--- src/rtl/pc_sequencer_pkg.sv ---
// Shared encodings for the fetch-stage PC sequencer: command codes and FSM states.
package pc_pkg;

   typedef enum logic [2:0] {
      CMD_SEQ    = 3'd0,
      CMD_BRANCH = 3'd1,
      CMD_JUMP   = 3'd2,
      CMD_CALL   = 3'd3,
      CMD_RET    = 3'd4
   } cmd_e;

   typedef enum logic {
      ST_RUN    = 1'b0,
      ST_HALTED = 1'b1
   } state_e;

endpackage

--- src/rtl/pc_sequencer_return_stack.sv ---
// Circular return-address stack; a push while full overwrites the oldest entry.
module return_stack #(
   parameter int WIDTH     = 32,
   parameter int RAS_DEPTH = 4
) (
   input  logic                         clock,
   input  logic                         reset,
   input  logic                         push,
   input  logic                         pop,
   input  logic [WIDTH-1:0]             push_data,
   output logic [WIDTH-1:0]             top,
   output logic [$clog2(RAS_DEPTH):0]   count,
   output logic                         empty
);
   import pc_pkg::*;

   localparam int PTR_W = $clog2(RAS_DEPTH);
   localparam int CNT_W = PTR_W + 1;

   logic [WIDTH-1:0] mem_q [RAS_DEPTH];
   logic [WIDTH-1:0] mem_d [RAS_DEPTH];
   logic [PTR_W-1:0] ptr_q, ptr_d;
   logic [CNT_W-1:0] count_q, count_d;

   // ptr_q is the next write slot; the top of stack sits one below it.
   always_comb begin
      mem_d   = mem_q;
      ptr_d   = ptr_q;
      count_d = count_q;
      if (push) begin
         mem_d[ptr_q] = push_data;
         ptr_d        = ptr_q + PTR_W'(1);
         if (count_q != CNT_W'(RAS_DEPTH))
            count_d = count_q + CNT_W'(1);
      end else if (pop && (count_q != '0)) begin
         ptr_d   = ptr_q - PTR_W'(1);
         count_d = count_q - CNT_W'(1);
      end
   end

   always_ff @(posedge clock) begin
      if (reset) begin
         ptr_q   <= '0;
         count_q <= '0;
      end else begin
         ptr_q   <= ptr_d;
         count_q <= count_d;
      end
   end

   always_ff @(posedge clock) begin
      mem_q <= mem_d;
   end

   assign top   = mem_q[ptr_q - PTR_W'(1)];
   assign count = count_q;
   assign empty = (count_q == '0);

endmodule

--- src/rtl/pc_sequencer.sv ---
// Fetch-stage program counter: run/halt FSM, next-PC mux, call/return stack and event pulses.
module pc_sequencer #(
   parameter int              WIDTH        = 32,
   parameter logic [WIDTH-1:0] RESET_VECTOR = '0,
   parameter int              STEP         = 4,
   parameter int              RAS_DEPTH    = 4
) (
   input  logic                        clock,
   input  logic                        reset,
   input  logic                        stall,
   input  logic                        halt_req,
   input  logic                        resume,
   input  logic [2:0]                  cmd,
   input  logic [WIDTH-1:0]            operand,
   output logic [WIDTH-1:0]            pc_out,
   output logic                        halted,
   output logic [$clog2(RAS_DEPTH):0]  ras_count,
   output logic                        ret_underflow,
   output logic                        misaligned
);
   import pc_pkg::*;

   localparam logic [WIDTH-1:0] STEP_W = WIDTH'(STEP);
   localparam logic [WIDTH-1:0] ALIGN_MASK = WIDTH'(STEP - 1);

   state_e           state_q, state_d;
   logic [WIDTH-1:0] pc_q, pc_d;
   logic             underflow_q, underflow_d;
   logic             misaligned_q, misaligned_d;
   logic             push, pop, ras_empty;
   logic [WIDTH-1:0] ras_top, pc_seq;

   assign pc_seq = pc_q + STEP_W;

   // Halt takes priority over stall; the resume edge only leaves HALTED, it never advances.
   always_comb begin
      state_d      = state_q;
      pc_d         = pc_q;
      underflow_d  = 1'b0;
      misaligned_d = 1'b0;
      push         = 1'b0;
      pop          = 1'b0;
      if (state_q == ST_RUN) begin
         if (halt_req) begin
            state_d = ST_HALTED;
         end else if (!stall) begin
            case (cmd)
               CMD_BRANCH: pc_d = pc_q + operand;
               CMD_JUMP:   pc_d = operand;
               CMD_CALL: begin
                  pc_d = operand;
                  push = 1'b1;
               end
               CMD_RET: begin
                  if (ras_empty) begin
                     pc_d        = pc_seq;
                     underflow_d = 1'b1;
                  end else begin
                     pc_d = ras_top;
                     pop  = 1'b1;
                  end
               end
               default:    pc_d = pc_seq;
            endcase
            misaligned_d = |(pc_d & ALIGN_MASK);
         end
      end else if (resume && !halt_req) begin
         state_d = ST_RUN;
      end
   end

   always_ff @(posedge clock) begin
      if (reset) begin
         state_q      <= ST_RUN;
         pc_q         <= RESET_VECTOR;
         underflow_q  <= 1'b0;
         misaligned_q <= 1'b0;
      end else begin
         state_q      <= state_d;
         pc_q         <= pc_d;
         underflow_q  <= underflow_d;
         misaligned_q <= misaligned_d;
      end
   end

   return_stack #(
      .WIDTH     (WIDTH),
      .RAS_DEPTH (RAS_DEPTH)
   ) u_ras (
      .clock     (clock),
      .reset     (reset),
      .push      (push),
      .pop       (pop),
      .push_data (pc_seq),
      .top       (ras_top),
      .count     (ras_count),
      .empty     (ras_empty)
   );

   assign pc_out        = pc_q;
   assign halted        = (state_q == ST_HALTED);
   assign ret_underflow = underflow_q;
   assign misaligned    = misaligned_q;

endmodule
--- config.mk ---
export PLATFORM = sky130hd
export DESIGN_NAME = pc_sequencer
export DESIGN_NICKNAME = d
export VERILOG_FILES = /design/src/rtl/pc_sequencer_pkg.sv /design/src/rtl/pc_sequencer_return_stack.sv /design/src/rtl/pc_sequencer.sv
export SDC_FILE = /design/constraint.sdc
export NUM_CORES = 1
export LEC_CHECK = 0
export CAP_MARGIN = 20
export CELL_PAD_IN_SITES_DETAIL_PLACEMENT = 1
export CELL_PAD_IN_SITES_GLOBAL_PLACEMENT = 2
export CORE_ASPECT_RATIO = 0.7
export CORE_MARGIN = 10
export CORE_UTILIZATION = 40
export DETAILED_ROUTE_END_ITERATION = 10
export MAX_ROUTING_LAYER = met4
export PLACE_DENSITY_LB_ADDON = 0.1
export SYNTH_ARGS = -nofsm -noshare
export SYNTH_HDL_FRONTEND = slang
export SYNTH_SLANG_ARGS = --single-unit
export TNS_END_PERCENT = 20
--- constraint.sdc ---
create_clock -name clock -period 3.4 [get_ports clock]
set_clock_uncertainty 0.05 [all_clocks]
set_input_delay 0.85 -clock clock [delete_from_list [all_inputs] [get_ports clock]]
set_output_delay 0.85 -clock clock [all_outputs]
set_load 0.02 [all_outputs]
==> impl_metrics.ini <==
[status]
status = completed

[cells_and_area]
fin_area_sq_mm = 0.0113
drive_gt1_share_pct = 21.1
instances_no_fill = 1188
diodes = 0
area_growth_pct = 25.8
final_nets = 971

[synth]
synth_top_cell_by_area = edfxtp_1
synth.most_common_cell = edfxtp_1
ys.flop_type = edfxtp_1
yosys_warnings = 0
synth_edf_count = 128
yosysTopAreaCellShare_pct = 42.9
syn_nets = 824
ys_types = 68
yosysSeqAreaShare_pct = 51.8
ys_top_cells_by_area = edfxtp_1, dfxtp_1, mux4_2, ha_1, xnor2_1
synthTopCellsByCount = edfxtp_1, nor2_1, nand2_1
netlist_area_sq_mm = 0.00897
syn-mean-instance-area_sq_um = 12.0
ys_ff_latch = 168
synthesis.instances = 746
async_flop_share_pct = 0

[worst_setup_path]
rr_startpoint = pc_out[9]$_SDFFE_PP0P_
crit_path_top_delay_cell = clkdlybuf4s50_1
cp_slowest_stage_delay_ns = 0.55
cp_cell_sequence = clkdlybuf4s50_1 -> ha_2 -> a21oi_1 -> nor2_1 -> o41a_1 -> or2_4 -> a21oi_4 -> o21ai_2 -> a221oi_4 -> mux2i_1 -> nand2_1
path_class = in2reg
arrival_ns = 3.57
reg2reg_to = pc_out[31]$_SDFFE_PP0P_
start_kind = input pin
cp_max_fo = 4
reg2reg_slack_ns = 0.43
reg2reg_depth = 8
crit_required_ns = 3.70
endpoint_kind = flop

[route]
firstDrtPassIters = 5
avgViaCountPerCell = 5.86
route.detailed.drc = 0
drtIter0Drc = 525
num_vias = 6963
drt-total-wl_um = 29100
ant_nets = 0
wire_per_inst_um = 24.5

[timing]
timing.fmax_mhz = 306
hold_violations = 0
rsz0062_at_grt = yes
setup_tns_ns = 0
final.period_utilization_pct = 96.3
hold_slack_ns = 0.496
drv_slew = 0
slew_headroom_pct = 56.0
worstMarginPinSlew_ns = 0.660
period_minus_slack_ns = 3.27
setup_viol = 0

[power]
clockPowerShare_pct = 38.3
comb_power_share_pct = 16.1
seqPwrFrac_pct = 45.6
p_per_area_mw_per_mm2 = 447
p_leak_nw = 4.17
p_sw_mw = 1.41
vdd_drop_max_mv = 0.546
cell_internal_pwr_mw = 3.63
switching_share_pct = 28.0

[worst_hold_path]
hold_path_class = reg2reg
min-delay-start = u_ras.count[2]$_SDFFE_PP0P_
hold_depth = 2
holdPathEnd = u_ras.count[2]$_SDFFE_PP0P_

[floorplan]
die_w_um = 199
pin_count = 78
core_area_sq_mm = 0.0218
fp.dieArea_sq_mm = 0.0289
rows = 45
start_util_pct = 41.1
fp.dieH_um = 145

[global_route]
grt_max_degree = 37
grt_usage_pct = 20.7
antenna_found_initial = 0
grt_overflow = 0
grt_pass1_wl_um = 44700
grt_pass1_vias = 7429

[placed_design]
port_buffers = 77
placed_area_sq_mm = 0.0106
hpwlAfterDp_um = 20600
placed_cells_incl_taps = 1156
gp_congestion = 0.912

[clocking]
htreeDepth = 4
cts_tree = yes
clkLatencyLatePin_ns = 0.45
cts_buffers = 17
clockBufferDepth = 2
post_cts_buffers = 0
cts_root_buf = clkbuf_16
path_clk_slew_ns = 0.08
clkSinkCount = 168

[job]
cap_violations = 0
==> final cells by class <==
class	count	area, sq um
clock buffers	20	467
clock inverters	12	105
fillers	2302	10600
inverters	13	48.8
multi-input cells	525	4190
flip-flops and latches	168	4650
well taps	282	353
repair buffers	168	1470
==> metal layers <==
layer | vias to the layer above | share of wire (%) | track usage, %
met3 | 14 | 4.3 | 3.90
met5 | - | 0 | -
li1 | 3190 | - | -
met4 | 0 | 0.69 | 4.79
met2 | 174 | 47 | 31.2
met1 | 3585 | 48 | 28.3
==> critical path, delay by kind of cell <==
family                     cells  cell delay (ns)
AOI/OAI and AO/OA              5             1.21
adders and majority gates      1             0.34
buffers and inverters          1             0.55
muxes                          1             0.23
and+or+nand+nor                3             0.39
==> flip-flops by register name, indices dropped and copies added, names as in the netlist <==
signal and flops:
u_ras.mem_q 128, pc_out 32, u_ras.count 3, u_ras.ptr_q 2
halted 1, misaligned 1, ret_underflow 1
==> what timing repair did <==
item | CTS | global route
setup endpoints to repair | 2 | 12
gates cloned | 0 | 0
hold buffers | 0 | 0
pin swaps | 1 | 6
resized for setup | 3 | 16
==> power by group through the flow <==
stage / Clock [mW] / Combinational [mW] / Sequential [mW]
6_report: 1.94 / 0.810 / 2.30
5_1_grt: 2.05 / 0.880 / 2.31
4_1_cts: 1.97 / 0.793 / 2.30
3_5_place_dp: 0 / 0.783 / 2.35
3_3_place_gp: 0 / 0.760 / 2.34
2_1_floorplan: 0 / 0.409 / 2.36
==> cell usage in the layout, fill, tap and decap left out, drive strengths merged, types with 8 or more instances in the layout <==
cell type      instances
inv                   20
edfxtp               128
a311oi                 8
nand3                 20
xnor2                 35
nor3                  22
nand2                 53
nor2                  69
dfxtp                 40
ha                    36
clkbuf                20
xor2                  21
nand4                  9
a21oi                 39
a221o                 18
o21ai                 28
buf                   92
and2                   9
clkdlybuf4s50         76
and3                  10
a21o                  17
mux4                  32
a221oi                28
==> worst max path at each step <==
| stage | start | to | depth (start not counted) |
|---|---|---|---|
| floorplan | u_ras.ptr_q[0]$_SDFFE_PP0P_ | pc_out[25]$_SDFFE_PP0P_ | 11 |
| global placement | operand[0] | pc_out[20]$_SDFFE_PP0P_ | 14 |
| detailed placement | operand[0] | pc_out[20]$_SDFFE_PP0P_ | 14 |
| CTS | operand[0] | pc_out[20]$_SDFFE_PP0P_ | 14 |
| global route | operand[7] | pc_out[15]$_SDFFE_PP0P_ | 12 |
| finish | operand[7] | pc_out[30]$_SDFFE_PP0P_ | 11 |
==> cells by family (layout without fill, tap and decap cells) <==
group	after synthesis	in the layout	share of synthesized area [%]
and+or+nand+nor	216	216	11.5
adders and majority gates	38	38	5.47
DFF	168	168	51.8
buffers and inverters	53	213	2.51
xor gates and xnor gates	56	56	5.55
AOI/OAI and AO/OA	181	181	15.0
muxes	34	34	8.26
==> stage by stage <==
step | total power [mW] | utilization, % | worst slack (ns)
floorplan | 2.77 | - | 0.280
global placement | 3.10 | 48.7 | -0.412
detailed placement | 3.13 | 48.7 | -0.541
CTS | 5.06 | 51.3 | 0.0326
global route | 5.23 | 51.6 | -0.0224
finish | 5.05 | 51.6 | 0.127
No activity file was read; power rests on OpenSTA's default activity.
